--- src/rtl/hazard_tracker_if.sv ---
// D-stage hazard bundle: decoder-side operand/writer info in, stall/forward selects out.
// Latency: none, plain wires between the decoder and the tracker.
// Backpressure: stall is the only flow control; the master freezes D while it is high.
interface hazard_tracker_if #(
  parameter int REG_AW = 5,
  parameter int TNEW_W = 2,
  parameter int SEL_W  = 2
);
  logic              d_valid;
  logic [REG_AW-1:0] d_rs;
  logic [REG_AW-1:0] d_rt;
  logic [1:0]        d_rs_tuse;
  logic [1:0]        d_rt_tuse;
  logic              d_wr_en;
  logic [REG_AW-1:0] d_wr_addr;
  logic [TNEW_W-1:0] d_tnew;
  logic              d_md_start;
  logic              d_md_div;
  logic              d_md_use;
  logic              stall;
  logic [SEL_W-1:0]  fwd_rs_sel;
  logic [SEL_W-1:0]  fwd_rt_sel;
  logic              md_busy;

  modport master (
    output d_valid, d_rs, d_rt, d_rs_tuse, d_rt_tuse,
    output d_wr_en, d_wr_addr, d_tnew,
    output d_md_start, d_md_div, d_md_use,
    input  stall, fwd_rs_sel, fwd_rt_sel, md_busy
  );

  modport slave (
    input  d_valid, d_rs, d_rt, d_rs_tuse, d_rt_tuse,
    input  d_wr_en, d_wr_addr, d_tnew,
    input  d_md_start, d_md_div, d_md_use,
    output stall, fwd_rs_sel, fwd_rt_sel, md_busy
  );
endinterface

--- src/rtl/hazard_tracker.sv ---
// Decode-stage hazard unit: Tuse/Tnew scoreboard of E..W writers, stall + forward selects.
// Latency: outputs are combinational from state and D inputs; state updates on rising clk.
// Backpressure: stall freezes PC/D and inserts a bubble into E; HAZARD_MD_EN adds mult/div busy.
module hazard_tracker #(
  parameter int REG_AW  = 5,
  parameter int STAGES  = 3,
  parameter int TNEW_W  = 2,
  parameter int SEL_W   = 2,
  parameter int MUL_CYC = 5,
  parameter int DIV_CYC = 10
) (
  input logic             clk,
  input logic             reset,
  hazard_tracker_if.slave hz
);

  // Tuse is 2 bits wide; compare it against Tnew in a width that holds both.
  localparam int CMP_W = (TNEW_W > 2) ? TNEW_W : 2;

  typedef struct packed {
    logic              vld;
    logic [REG_AW-1:0] addr;
    logic [TNEW_W-1:0] tnew;
  } sb_entry_t;

  sb_entry_t sb_q [1:STAGES];
  sb_entry_t sb_d [1:STAGES];

  logic              issue;
  logic              md_busy;
  logic              md_stall;
  logic              rs_hit, rt_hit;
  logic [TNEW_W-1:0] rs_tnew, rt_tnew;
  logic [SEL_W-1:0]  rs_k, rt_k;
  logic              rs_stall, rt_stall;
  logic [SEL_W-1:0]  rs_fwd, rt_fwd;

  // Youngest-match search: scan oldest to youngest so the lowest k overwrites.
  always_comb begin
    rs_hit  = 1'b0;
    rs_tnew = '0;
    rs_k    = '0;
    rt_hit  = 1'b0;
    rt_tnew = '0;
    rt_k    = '0;
    for (int k = STAGES; k >= 1; k--) begin
      if (sb_q[k].vld && (sb_q[k].addr == hz.d_rs) &&
          (hz.d_rs != '0) && (hz.d_rs_tuse != 2'd3)) begin
        rs_hit  = 1'b1;
        rs_tnew = sb_q[k].tnew;
        rs_k    = SEL_W'(k);
      end
      if (sb_q[k].vld && (sb_q[k].addr == hz.d_rt) &&
          (hz.d_rt != '0) && (hz.d_rt_tuse != 2'd3)) begin
        rt_hit  = 1'b1;
        rt_tnew = sb_q[k].tnew;
        rt_k    = SEL_W'(k);
      end
    end
  end

  // An operand waits while its producer needs longer than the consumer can tolerate;
  // it forwards from the producer's stage once the value is ready (tnew reached 0).
  always_comb begin
    rs_stall = rs_hit && (CMP_W'(hz.d_rs_tuse) < CMP_W'(rs_tnew));
    rt_stall = rt_hit && (CMP_W'(hz.d_rt_tuse) < CMP_W'(rt_tnew));
    rs_fwd   = (rs_hit && (rs_tnew == '0)) ? rs_k : '0;
    rt_fwd   = (rt_hit && (rt_tnew == '0)) ? rt_k : '0;
  end

  // Output stage: nothing is reported for an empty D slot.
  always_comb begin
    hz.stall      = hz.d_valid & (rs_stall | rt_stall | md_stall);
    hz.fwd_rs_sel = hz.d_valid ? rs_fwd : '0;
    hz.fwd_rt_sel = hz.d_valid ? rt_fwd : '0;
    hz.md_busy    = md_busy;
  end

  assign issue = hz.d_valid & ~hz.stall;

  // Scoreboard advance: new writer (or bubble) enters E, older entries age by one stage.
  always_comb begin
    for (int k = 1; k <= STAGES; k++) begin
      sb_d[k] = '0;
    end
    if (issue) begin
      sb_d[1].vld  = hz.d_wr_en && (hz.d_wr_addr != '0);
      sb_d[1].addr = hz.d_wr_addr;
      sb_d[1].tnew = hz.d_tnew;
    end
    for (int k = 2; k <= STAGES; k++) begin
      sb_d[k] = sb_q[k-1];
      if (sb_q[k-1].tnew != '0) begin
        sb_d[k].tnew = sb_q[k-1].tnew - TNEW_W'(1);
      end
    end
  end

  // Scoreboard register; reset invalidates every in-flight writer.
  always_ff @(posedge clk or posedge reset) begin
    if (reset) begin
      for (int k = 1; k <= STAGES; k++) begin
        sb_q[k] <= '0;
      end
    end else begin
      for (int k = 1; k <= STAGES; k++) begin
        sb_q[k] <= sb_d[k];
      end
    end
  end

`ifdef HAZARD_MD_EN
  localparam int MD_MAX = (DIV_CYC > MUL_CYC) ? DIV_CYC : MUL_CYC;
  localparam int MD_CW  = $clog2(MD_MAX + 1);

  logic [MD_CW-1:0] md_cnt_q, md_cnt_d;

  // Busy counter: an accepted start reloads it (wins over the countdown), else count to 0.
  always_comb begin
    md_cnt_d = md_cnt_q;
    if (issue && hz.d_md_start) begin
      md_cnt_d = hz.d_md_div ? MD_CW'(DIV_CYC) : MD_CW'(MUL_CYC);
    end else if (md_cnt_q != '0) begin
      md_cnt_d = md_cnt_q - MD_CW'(1);
    end
  end

  // Busy counter register.
  always_ff @(posedge clk or posedge reset) begin
    if (reset) begin
      md_cnt_q <= '0;
    end else begin
      md_cnt_q <= md_cnt_d;
    end
  end

  assign md_busy  = (md_cnt_q != '0);
  assign md_stall = hz.d_md_use & md_busy;
`else
  // Without the mult/div unit the HI/LO inputs are don't-care.
  localparam int unused_md_cyc = MUL_CYC + DIV_CYC;
  logic unused_md;
  assign unused_md = hz.d_md_start ^ hz.d_md_div ^ hz.d_md_use;
  assign md_busy   = 1'b0;
  assign md_stall  = 1'b0;
`endif

endmodule

--- src/flat_wrapper.sv ---
// flat-port wrapper written by rule: the top's interface ports become plain ports
module hazard_tracker_flat 
#(
  parameter int REG_AW  = 5,
  parameter int STAGES  = 3,
  parameter int TNEW_W  = 2,
  parameter int SEL_W   = 2,
  parameter int MUL_CYC = 5,
  parameter int DIV_CYC = 10
)
  (clk, reset, hz_d_valid, hz_d_rs, hz_d_rt, hz_d_rs_tuse, hz_d_rt_tuse, hz_d_wr_en, hz_d_wr_addr, hz_d_tnew, hz_d_md_start, hz_d_md_div, hz_d_md_use, hz_stall, hz_fwd_rs_sel, hz_fwd_rt_sel, hz_md_busy);
  hazard_tracker_if #(.REG_AW(REG_AW), .TNEW_W(TNEW_W), .SEL_W(SEL_W)) hz_i ();
  input logic clk;
  input logic reset;
  input wire logic [$bits(hz_i.d_valid)-1:0] hz_d_valid;
  input wire logic [$bits(hz_i.d_rs)-1:0] hz_d_rs;
  input wire logic [$bits(hz_i.d_rt)-1:0] hz_d_rt;
  input wire logic [$bits(hz_i.d_rs_tuse)-1:0] hz_d_rs_tuse;
  input wire logic [$bits(hz_i.d_rt_tuse)-1:0] hz_d_rt_tuse;
  input wire logic [$bits(hz_i.d_wr_en)-1:0] hz_d_wr_en;
  input wire logic [$bits(hz_i.d_wr_addr)-1:0] hz_d_wr_addr;
  input wire logic [$bits(hz_i.d_tnew)-1:0] hz_d_tnew;
  input wire logic [$bits(hz_i.d_md_start)-1:0] hz_d_md_start;
  input wire logic [$bits(hz_i.d_md_div)-1:0] hz_d_md_div;
  input wire logic [$bits(hz_i.d_md_use)-1:0] hz_d_md_use;
  output wire logic [$bits(hz_i.stall)-1:0] hz_stall;
  output wire logic [$bits(hz_i.fwd_rs_sel)-1:0] hz_fwd_rs_sel;
  output wire logic [$bits(hz_i.fwd_rt_sel)-1:0] hz_fwd_rt_sel;
  output wire logic [$bits(hz_i.md_busy)-1:0] hz_md_busy;
  assign hz_i.d_valid = hz_d_valid;
  assign hz_i.d_rs = hz_d_rs;
  assign hz_i.d_rt = hz_d_rt;
  assign hz_i.d_rs_tuse = hz_d_rs_tuse;
  assign hz_i.d_rt_tuse = hz_d_rt_tuse;
  assign hz_i.d_wr_en = hz_d_wr_en;
  assign hz_i.d_wr_addr = hz_d_wr_addr;
  assign hz_i.d_tnew = hz_d_tnew;
  assign hz_i.d_md_start = hz_d_md_start;
  assign hz_i.d_md_div = hz_d_md_div;
  assign hz_i.d_md_use = hz_d_md_use;
  assign hz_stall = hz_i.stall;
  assign hz_fwd_rs_sel = hz_i.fwd_rs_sel;
  assign hz_fwd_rt_sel = hz_i.fwd_rt_sel;
  assign hz_md_busy = hz_i.md_busy;
  hazard_tracker #(.REG_AW(REG_AW), .STAGES(STAGES), .TNEW_W(TNEW_W), .SEL_W(SEL_W), .MUL_CYC(MUL_CYC), .DIV_CYC(DIV_CYC)) u_core (.clk(clk), .reset(reset), .hz(hz_i));
endmodule
--- config.mk ---
export PLATFORM = sky130hd
export DESIGN_NAME = hazard_tracker_flat
export DESIGN_NICKNAME = d
export VERILOG_FILES = /design/src/rtl/hazard_tracker_if.sv /design/src/rtl/hazard_tracker.sv /design/src/flat_wrapper.sv
export SDC_FILE = /design/constraint.sdc
export NUM_CORES = 1
export LEC_CHECK = 0
export ABC_AREA = 1
export CAP_MARGIN = 30
export CELL_PAD_IN_SITES_DETAIL_PLACEMENT = 1
export CELL_PAD_IN_SITES_GLOBAL_PLACEMENT = 2
export CORE_MARGIN = 3
export CORE_UTILIZATION = 28
export CTS_BUF_LIST = sky130_fd_sc_hd__clkbuf_8
export CTS_CLUSTER_SIZE = 8
export DETAILED_ROUTE_END_ITERATION = 12
export PLACE_DENSITY_LB_ADDON = 0.3
export SETUP_SLACK_MARGIN = 0.02
export SYNTH_ARGS = -nofsm -noshare
export SYNTH_HDL_FRONTEND = slang
export SYNTH_SLANG_ARGS = --single-unit
export TNS_END_PERCENT = 1
--- constraint.sdc ---
create_clock -name clk -period 4.3 [get_ports clk]
set_input_delay 1.29 -clock clk [delete_from_list [all_inputs] [get_ports clk]]
set_output_delay 1.29 -clock clk [all_outputs]
set_load 0.05 [all_outputs]
==> results of run 1 <==
[how the worst max path moves through the flow]
stage / from / to / slack (ps)
2_1_floorplan: hz_d_rt[4] / hz_stall / 80
3_3_place_gp: hz_d_rs[2] / hz_stall / -520
3_5_place_dp: hz_d_rs[2] / hz_stall / -570
4_1_cts: hz_d_rs[1] / hz_stall / -40
5_1_grt: hz_d_rs[2] / hz_stall / -200
6_report: hz_d_rs[2] / hz_fwd_rs_sel[0] / -90
[where the power goes]
part | switching [mW] | internal (mW)
logic | 0.0637 | 0.0532
clock network | 0.0798 | 0.125
registers | 0.0122 | 0.237
[logic make-up after synthesis]
family,Yosys count,synth area share [%]
and+or+nand+nor,146,38.0
xor gates and xnor gates,9,4.93
other,1,0.234
DFF,24,37.5
AOI/OAI and AO/OA,16,5.79
buffers and inverters,50,12.0
adders and majority gates,2,1.56
[state kept, by name, summed over array words and instances (netlist names)]
signal / flops
u_core.sb_d: 12
u_core.sb_q: 12
[synth_stat cells, drive strengths merged]
cell type	n
nand2	95
inv	49
nor2	37
dfrtp	24
a21oi	9
nand3	9
o21ai	5
xor2	5
nand4	4
xnor2	4
ha	2
a21boi	1
buf	1
conb	1
nor3	1
o211ai	1
[through the flow]
stage | utilization, % | hold WS, ps
finish | 47.1 | 435
global route | 47.1 | 462
CTS | 45.6 | 417
global placement | 41.2 | 381
detailed placement | 41.2 | 395
floorplan | - | 374
[area by class of cell]
type	count	area (µm²)	area share, %
sequential	24	601	24.0
inverter	49	186	7.46
tap	70	87.6	3.51
clock inverter	1	30.0	1.20
timing repair buffer	70	646	25.9
clock buffer	3	41.3	1.65
multi-input combinational	174	906	36.3
[timing repair]
action                     in CTS  in global routing
buffers inserted               17                  2
gates resized for setup        82                 20
pin swaps                      34                 16
setup endpoints to repair       5                  5
[routing by layer]
layer / wire, µm / track usage [%]
met2: 2460 / 28.6
met4: 25 / 2.16
met5: 0 / 0
met1: 2280 / 20.4
met3: 170 / 2.96
[worst max-delay path: stages]
cell and delay, ps:
buf_4 110, inv_4 50, nand2_1 50, nand2_1 70
nor2_2 140, nand2_2 80, nor2_4 120, inv_2 50
nand2_1 80, inv_2 40, buf_4 120, buf_4 120
buf_4 120, buf_4 120, buf_4 120, buf_4 130
nor2_2 80, nor2_2 60, buf_12 150
==> results.yml, run 1 <==
placed_design:
  port_buffers: 29
  hpwl_um: 3700
  placed_cell_area_um2: 2180
  dp_cells: 367
  pre_cts_ws_ps: -567
  gp_congestion: 0.781
final_layout:
  fin_cells: 391
  diodes: 0
  stdcell_area_um2: 2500
  area_delta_synth_final_pct: 56.1
  nNetsFinal: 352
  fill_cells: 681
  mostFrequentLayoutCell: "nand2_1"
  drive_above_1_share_pct: 35.8
  layout_common_cells: "nand2_1 (84), buf_4 (37), inv_1 (34)"
die:
  die_w_um: 81.6
  ios: 34
  start_util_pct: 30.2
  placementRows: 26
  die_area_um2: 6660
  design.core.area_um2: 5300
  die_y_um: 81.6
timing:
  slew_viol_final: 0
  timing.fmax_ghz: 0.228
  slew_headroom_pct: 65.7
  tightest_slew_ps: 514
  fin_crit_ps: 4390
  setup-tns-final_ps: -139
  fin_worst_skew_ps: 7.12
  hold_violations: 0
  finalCritPeriodShare_pct: 102
  finalSetupViolations: 2
  rsz0062_at_grt: "yes"
  setup_ws_ps: -86.9
power:
  power_mw: 0.570
  power.density_nw_per_um2: 228
  vdd_drop_max_uv: 199
  power.leakage_nw: 1.30
worst_hold_path:
  hp-class: "reg -> reg"
  min_path_cells: 0
  worstHoldStart: "u_core.sb_d[15]$_DFF_PP0_"
  worstHoldEndpoint: "u_core.sb_d[7]$_DFF_PP0_"
worst_setup_path:
  cp-end-kind: "output port"
  arrival_ps: 3100
  crit_type: "in -> out"
  reg2reg_setup_slack_ps: 2020
  start_kind: "primary input"
  crit_required_ps: 3010
  reg2regPathDepth: 18
  r2r-start: "u_core.sb_d[6]$_DFF_PP0_"
  cp_max_fo: 4
  worstReg2RegEnd: "u_core.sb_d[15]$_DFF_PP0_"
yosys:
  seq_area_frac_synth_pct: 37.5
  yosysWarnings: 0
  yosys-top-cells-area: "dfrtp_1 (38%), nand2_1 (22%), inv_1 (9.9%)"
  synth_cell_type_count: 22
  netlist_area_um2: 1600
  synth_top_area_share_pct: 37.5
  postSynthCellCount: 248
  synth.ff_latch_count: 24
  synthesis.nets: 278
  syn_avg_cell_area_um2: 6.45
  synth_top_area_cell: "dfrtp_1"
status:
  outcome: "complete, but fails checks"
  failed_checks: "setup timing"
drt:
  drc_errors: 0
  wl_um: 4940
  first_iter_violations: 24
  vias: 1728
  post_drt_wl_per_cell_um: 12.6
  via_per_inst: 4.42
  drt_pass1_iterations: 4
  ant_nets: 0
run:
  drv_cap: 0
cts:
  insertion_delay_ps: 280
  cts_tree: "yes"
  cts_made_buffers: 3
  h-tree-depth: 1
  cts.path.max_buffers: 2
  clk_pin_slew_worst_paths_ps: 90
  clock_sinks: 24
  root_buffer: "clkbuf_8"
  hold_buffers: 0
global_route:
  antenna_found_initial: 0
  first_global_vias: 1788
  grt_max_degree: 25
  overflow: 0
  grt_usage_pct: 15.9
  grt_pass1_wl_um: 8140
Power figures use the tool's default switching activity.
==> run 2, diff against run 1 <==
SLEW_MARGIN = 20   (was not set)
==> run 2 against run 1 <==
Net effect: the run still ends with setup timing left; cell area unchanged; hold slack unchanged; core utilization unchanged; sequential share of layout area unchanged; largest cell class unchanged.
==> results.yml, run 2 (synthesis results as in run 1) <==
power:
  vdd_drop_max_uv: 199
  power.leakage_nw: 1.30
  power.density_nw_per_um2: 228
drt:
  first_iter_violations: 24
  post_drt_wl_per_cell_um: 12.6
  vias: 1728
  drt_pass1_iterations: 4
  ant_nets: 0
  drc_errors: 0
  wl_um: 4940
  via_per_inst: 4.42
worst_setup_path:
  start_kind: "primary input"
  crit_type: "in -> out"
  crit_required_ps: 3010
  cp-end-kind: "output port"
  arrival_ps: 3100
  cp_max_fo: 4
final_layout:
  mostFrequentLayoutCell: "nand2_1"
  nNetsFinal: 352
  layout_common_cells: "nand2_1 (84), buf_4 (37), inv_1 (33)"
  area_delta_synth_final_pct: 56.1
  drive_above_1_share_pct: 35.8
  diodes: 0
  fill_cells: 681
  fin_cells: 391
timing:
  fin_worst_skew_ps: 7.12
  setup-tns-final_ps: -139
  timing.fmax_ghz: 0.228
  setup_ws_ps: -86.9
  fin_crit_ps: 4390
  slew_viol_final: 0
  rsz0062_at_grt: "yes"
  hold_violations: 0
  finalSetupViolations: 2
  finalCritPeriodShare_pct: 102
  holdWs_ps: 435
cts:
  cts.path.max_buffers: 2
  insertion_delay_ps: 280
  h-tree-depth: 1
  clock_sinks: 24
  cts_tree: "yes"
  cts_made_buffers: 3
  hold_buffers: 0
  root_buffer: "clkbuf_8"
  clk_pin_slew_worst_paths_ps: 90
global_route:
  grt_pass1_wl_um: 8140
  first_global_vias: 1788
  overflow: 0
  grt_max_degree: 25
  grt_usage_pct: 15.9
  antenna_found_initial: 0
placed_design:
  port_buffers: 29
  hpwl_um: 3700
  dp_cells: 367
  gp_congestion: 0.781
  pre_cts_ws_ps: -567
die:
  start_util_pct: 30.2
  design.core.area_um2: 5300
  ios: 34
  die_w_um: 81.6
  placementRows: 26
  die_y_um: 81.6
  die_area_um2: 6660
run:
  drv_cap: 0
worst_hold_path:
  hp-class: "reg -> reg"
status:
  failed_checks: "setup timing"
  outcome: "complete, but fails checks"
## run 2: cell types whose count changed in the layout (fill, tap and decap cells not counted)
cell      change
clkinv_1      +1
inv_1         -1
## run 2: final timing paths
check | startpoint | slack (ps) | end | cells after the start
worst max-delay path | hz_d_rs[2] | -90 | hz_fwd_rs_sel[0] | 19
worst min-delay path | u_core.sb_d[15]$_DFF_PP0_ | 430 | u_core.sb_d[7]$_DFF_PP0_ | 0
worst max register to register | u_core.sb_d[6]$_DFF_PP0_ | 2020 | u_core.sb_d[15]$_DFF_PP0_ | 18
worst min register to register | u_core.sb_d[15]$_DFF_PP0_ | 430 | u_core.sb_d[7]$_DFF_PP0_ | 0
max in group asynchronous | reset | 2640 | u_core.sb_d[5]$_DFF_PP0_ | 3
min in group asynchronous | reset | 1270 | u_core.sb_d[6]$_DFF_PP0_ | 2
## run 2: timing repair
item                                    in CTS  in global routing
endpoints found under the setup margin       5                  5
gates resized for setup                     82                 20
hold endpoints to repair                     0                  0
setup buffers                               17                  2
pin swaps                                   34                 16
## run 2: per-layer routing
metal | wire length, µm | vias to the layer above | GRT usage, %
li1 | - | 882 | -
met1 | 2280 | 817 | 20.4
met2 | 2460 | 25 | 28.6
met3 | 170 | 4 | 2.96
met4 | 25 | 0 | 2.16
met5 | 0 | - | 0
## run 2: area by class of cell
class / instances / area [µm²] / area share, %
clock inverter: 1 / 30.0 / 1.20
sequential: 24 / 601 / 24.0
inverter: 49 / 186 / 7.46
tap: 70 / 87.6 / 3.51
timing repair buffer: 70 / 646 / 25.9
multi-input combinational: 174 / 906 / 36.3
clock buffer: 3 / 41.3 / 1.65
## run 2: stage by stage
step	util [%]	total power [mW]	instance area, µm²
finish	47.1	0.570	2500
global route	47.1	0.603	2500
CTS	45.6	0.571	2420
detailed placement	41.2	0.359	2180
global placement	41.2	0.355	2180
floorplan	-	0.304	1600
## run 2: report_power, final
part | total, mW | internal, mW | switching, mW | leakage (nW)
Sequential | 0.249 | 0.237 | 0.0122 | 0.313
Clock | 0.204 | 0.125 | 0.0798 | 0.0357
Combinational | 0.117 | 0.0532 | 0.0637 | 0.952
Total | 0.570 | 0.415 | 0.156 | 1.30
## run 2: worst max-delay path: stages
cell	delay [ps]
buf_4	110
inv_4	50
nand2_1	50
nand2_1	70
nor2_2	140
nand2_2	80
nor2_4	120
inv_2	50
nand2_1	80
inv_2	40
buf_4	120
buf_4	120
buf_4	120
buf_4	120
buf_4	120
buf_4	130
nor2_2	80
nor2_2	60
buf_12	150
==> run 3, diff against run 2 <==
==> constraint.sdc (replaced) <==
create_clock -name clk -period 4.3 [get_ports clk]
set_input_delay 0.43 -clock clk [delete_from_list [all_inputs] [get_ports clk]]
set_output_delay 0.43 -clock clk [all_outputs]
set_load 0.05 [all_outputs]
==> run 3 against run 2 <==
Net effect: the run now ends clean; sequential cell count is the same; wire length shrank 16%; combinational power shrank 17%; clock skew shrank 1.0 ps; clock power shrank 22%; non-clock buffer count shrank 39; highest routed layer unchanged.
==> results.yml, run 3 (synthesis results as in run 1) <==
status:
  outcome: "complete, no violations"
timing:
  finalCritPeriodShare_pct: 88.5
  timing.fmax_ghz: 0.263
  fin_worst_skew_ps: 6.13
  tightest_slew_ps: 499
  finalSetupViolations: 0
  hold_violations: 0
  setup-tns-final_ps: 0
  fin_crit_ps: 3810
  slew_viol_final: 0
  rsz0062_at_grt: "no"
  slew_headroom_pct: 66.6
final_layout:
  fin_cells: 352
  final_core_util_pct: 38.6
  drive_above_1_share_pct: 7.80
  final-seq-area_um2: 601
  layout_common_cells: "nand2_1 (93), inv_1 (42), nor2_1 (33)"
  multiInputGateArea_um2: 808
  area_delta_synth_final_pct: 28.0
  mostFrequentLayoutCell: "nand2_1"
  fill_cells: 696
  diodes: 0
  nNetsFinal: 313
cts:
  clock_sinks: 24
  clk_pin_slew_worst_paths_ps: 90
  cts_tree: "yes"
  ctsResizeCount: 0
  h-tree-depth: 1
  cts.path.max_buffers: 2
  root_buffer: "clkbuf_8"
  post_cts_buffers: 0
  cts_made_buffers: 3
  insertion_delay_ps: 270
  hold_buffers: 0
worst_setup_path:
  crit_slowest_cell: "clkdlybuf4s50_1"
  reg2reg_setup_slack_ps: 2220
  crit_buf_inv: 4
  crit_required_ps: 3870
  cp-end-kind: "output port"
  crit_top_cell: "nand2_1"
  start_kind: "primary input"
  crit_type: "in -> out"
  cp_max_fo: 5
  arrival_ps: 3380
  path_cells: "clkdlybuf4s50_1 > inv_2 > nand2_1 > nand2_1 > nor2_1 > nand2_1 > nor2_2 > nand2_1 > inv_1 > nand2_1 > o211ai_1 > o21ai_2 > ha_1 > nand2_1 > nand2_2 > a21boi_0 > clkdlybuf4s50_1"
  critPathTopFamily: "buffers and inverters"
  max_stage_delay_ps: 820
drt:
  first_iter_violations: 52
  drc_errors: 0
  drt_pass1_iterations: 4
  post_drt_wl_per_cell_um: 11.8
  wl_um: 4150
  vias: 1533
  ant_nets: 0
  via_per_inst: 4.36
die:
  die_y_um: 81.6
  design.core.area_um2: 5300
  ios: 34
  placementRows: 26
  start_util_pct: 30.2
  die_w_um: 81.6
  die_area_um2: 6660
power:
  swShare_pct: 28.3
  vdd_drop_max_uv: 161
  power.leakage_nw: 1.07
  power.density_nw_per_um2: 246
  power_switching_mw: 0.143
  p_clk_share_pct: 31.6
  p_int_mw: 0.362
  pwr-share-seq_pct: 49.2
  pwr-share-comb_pct: 19.2
placed_design:
  gp_congestion: 0.736
  port_buffers: 29
  hpwl_um: 3580
  dp_cells: 348
run:
  drv_cap: 0
global_route:
  grt_pass1_wl_um: 6830
  first_global_vias: 1516
  grt_max_degree: 14
  grt_usage_pct: 13.4
  overflow: 0
  antenna_found_initial: 0
worst_hold_path:
  hp-class: "reg -> reg"
## run 3: cell types whose count changed in the layout (fill, tap and decap cells not counted), moves of 4 or more
cell and delta:
nor2_2 -11, clkdlybuf4s50_1 +19, nand2_1 +9, buf_6 -8
nand2_2 -9, buf_4 -36, buf_2 -7, inv_2 -7
nor2_1 +11, a21oi_1 +4, inv_1 +9, buf_12 -5
a21oi_2 -4
## run 3: worst register-to-register path, delay by kind of cell (launching register included)
| family | cells | cell delay [ps] |
|---|---|---|
| and+or+nand+nor | 9 | 810 |
| DFF | 1 | 420 |
| AOI/OAI and AO/OA | 3 | 350 |
| buffers and inverters | 5 | 260 |
| adders and majority gates | 1 | 160 |
## run 3: path summary, 6_finish.rpt
| kind | startpoint | cells after the start | to |
|---|---|---|---|
| worst max-delay path | hz_d_rs[0] | 17 | hz_stall |
| worst min-delay path | u_core.sb_d[7]$_DFF_PP0_ | 0 | u_core.sb_q[7]$_DFF_PP0_ |
| worst max register to register | u_core.sb_d[6]$_DFF_PP0_ | 18 | u_core.sb_d[14]$_DFF_PP0_ |
| worst min register to register | u_core.sb_d[7]$_DFF_PP0_ | 0 | u_core.sb_q[7]$_DFF_PP0_ |
| max in group asynchronous | reset | 3 | u_core.sb_d[2]$_DFF_PP0_ |
| min in group asynchronous | reset | 2 | u_core.sb_d[6]$_DFF_PP0_ |
## run 3: through the flow
stage	power, mW	hold slack [ps]	instance area, µm²	setup slack, ps
after floorplan	0.304	374	1600	1150
after global routing	0.534	437	2050	163
after global placement	0.348	381	1980	455
after detailed placement	0.352	390	1990	435
after CTS	0.514	411	2050	426
final	0.505	411	2050	495
## run 3: cell type report
type / count / area share, %
sequential: 24 / 29.3
inverter: 49 / 8.98
timing repair buffer: 31 / 15.3
clock buffer: 4 / 2.69
tap: 70 / 4.28
multi-input combinational: 174 / 39.5
## run 3: power by group through the flow
stage	clock network, mW	logic [mW]	registers [mW]
after floorplan	0	0.0549	0.249
after global placement	0	0.0960	0.252
after detailed placement	0	0.0992	0.253
after CTS	0.166	0.0997	0.249
after global routing	0.173	0.111	0.250
final	0.160	0.0971	0.248
## run 3: layer usage
| layer | global-route usage, % | vias to the layer above | part of all wire, % |
|---|---|---|---|
| li1 | - | 803 | - |
| met1 | 17.9 | 699 | 49 |
| met2 | 23.2 | 29 | 46 |
| met3 | 1.97 | 2 | 4.1 |
| met4 | 1.99 | 0 | 0.39 |
| met5 | 0 | - | 0 |
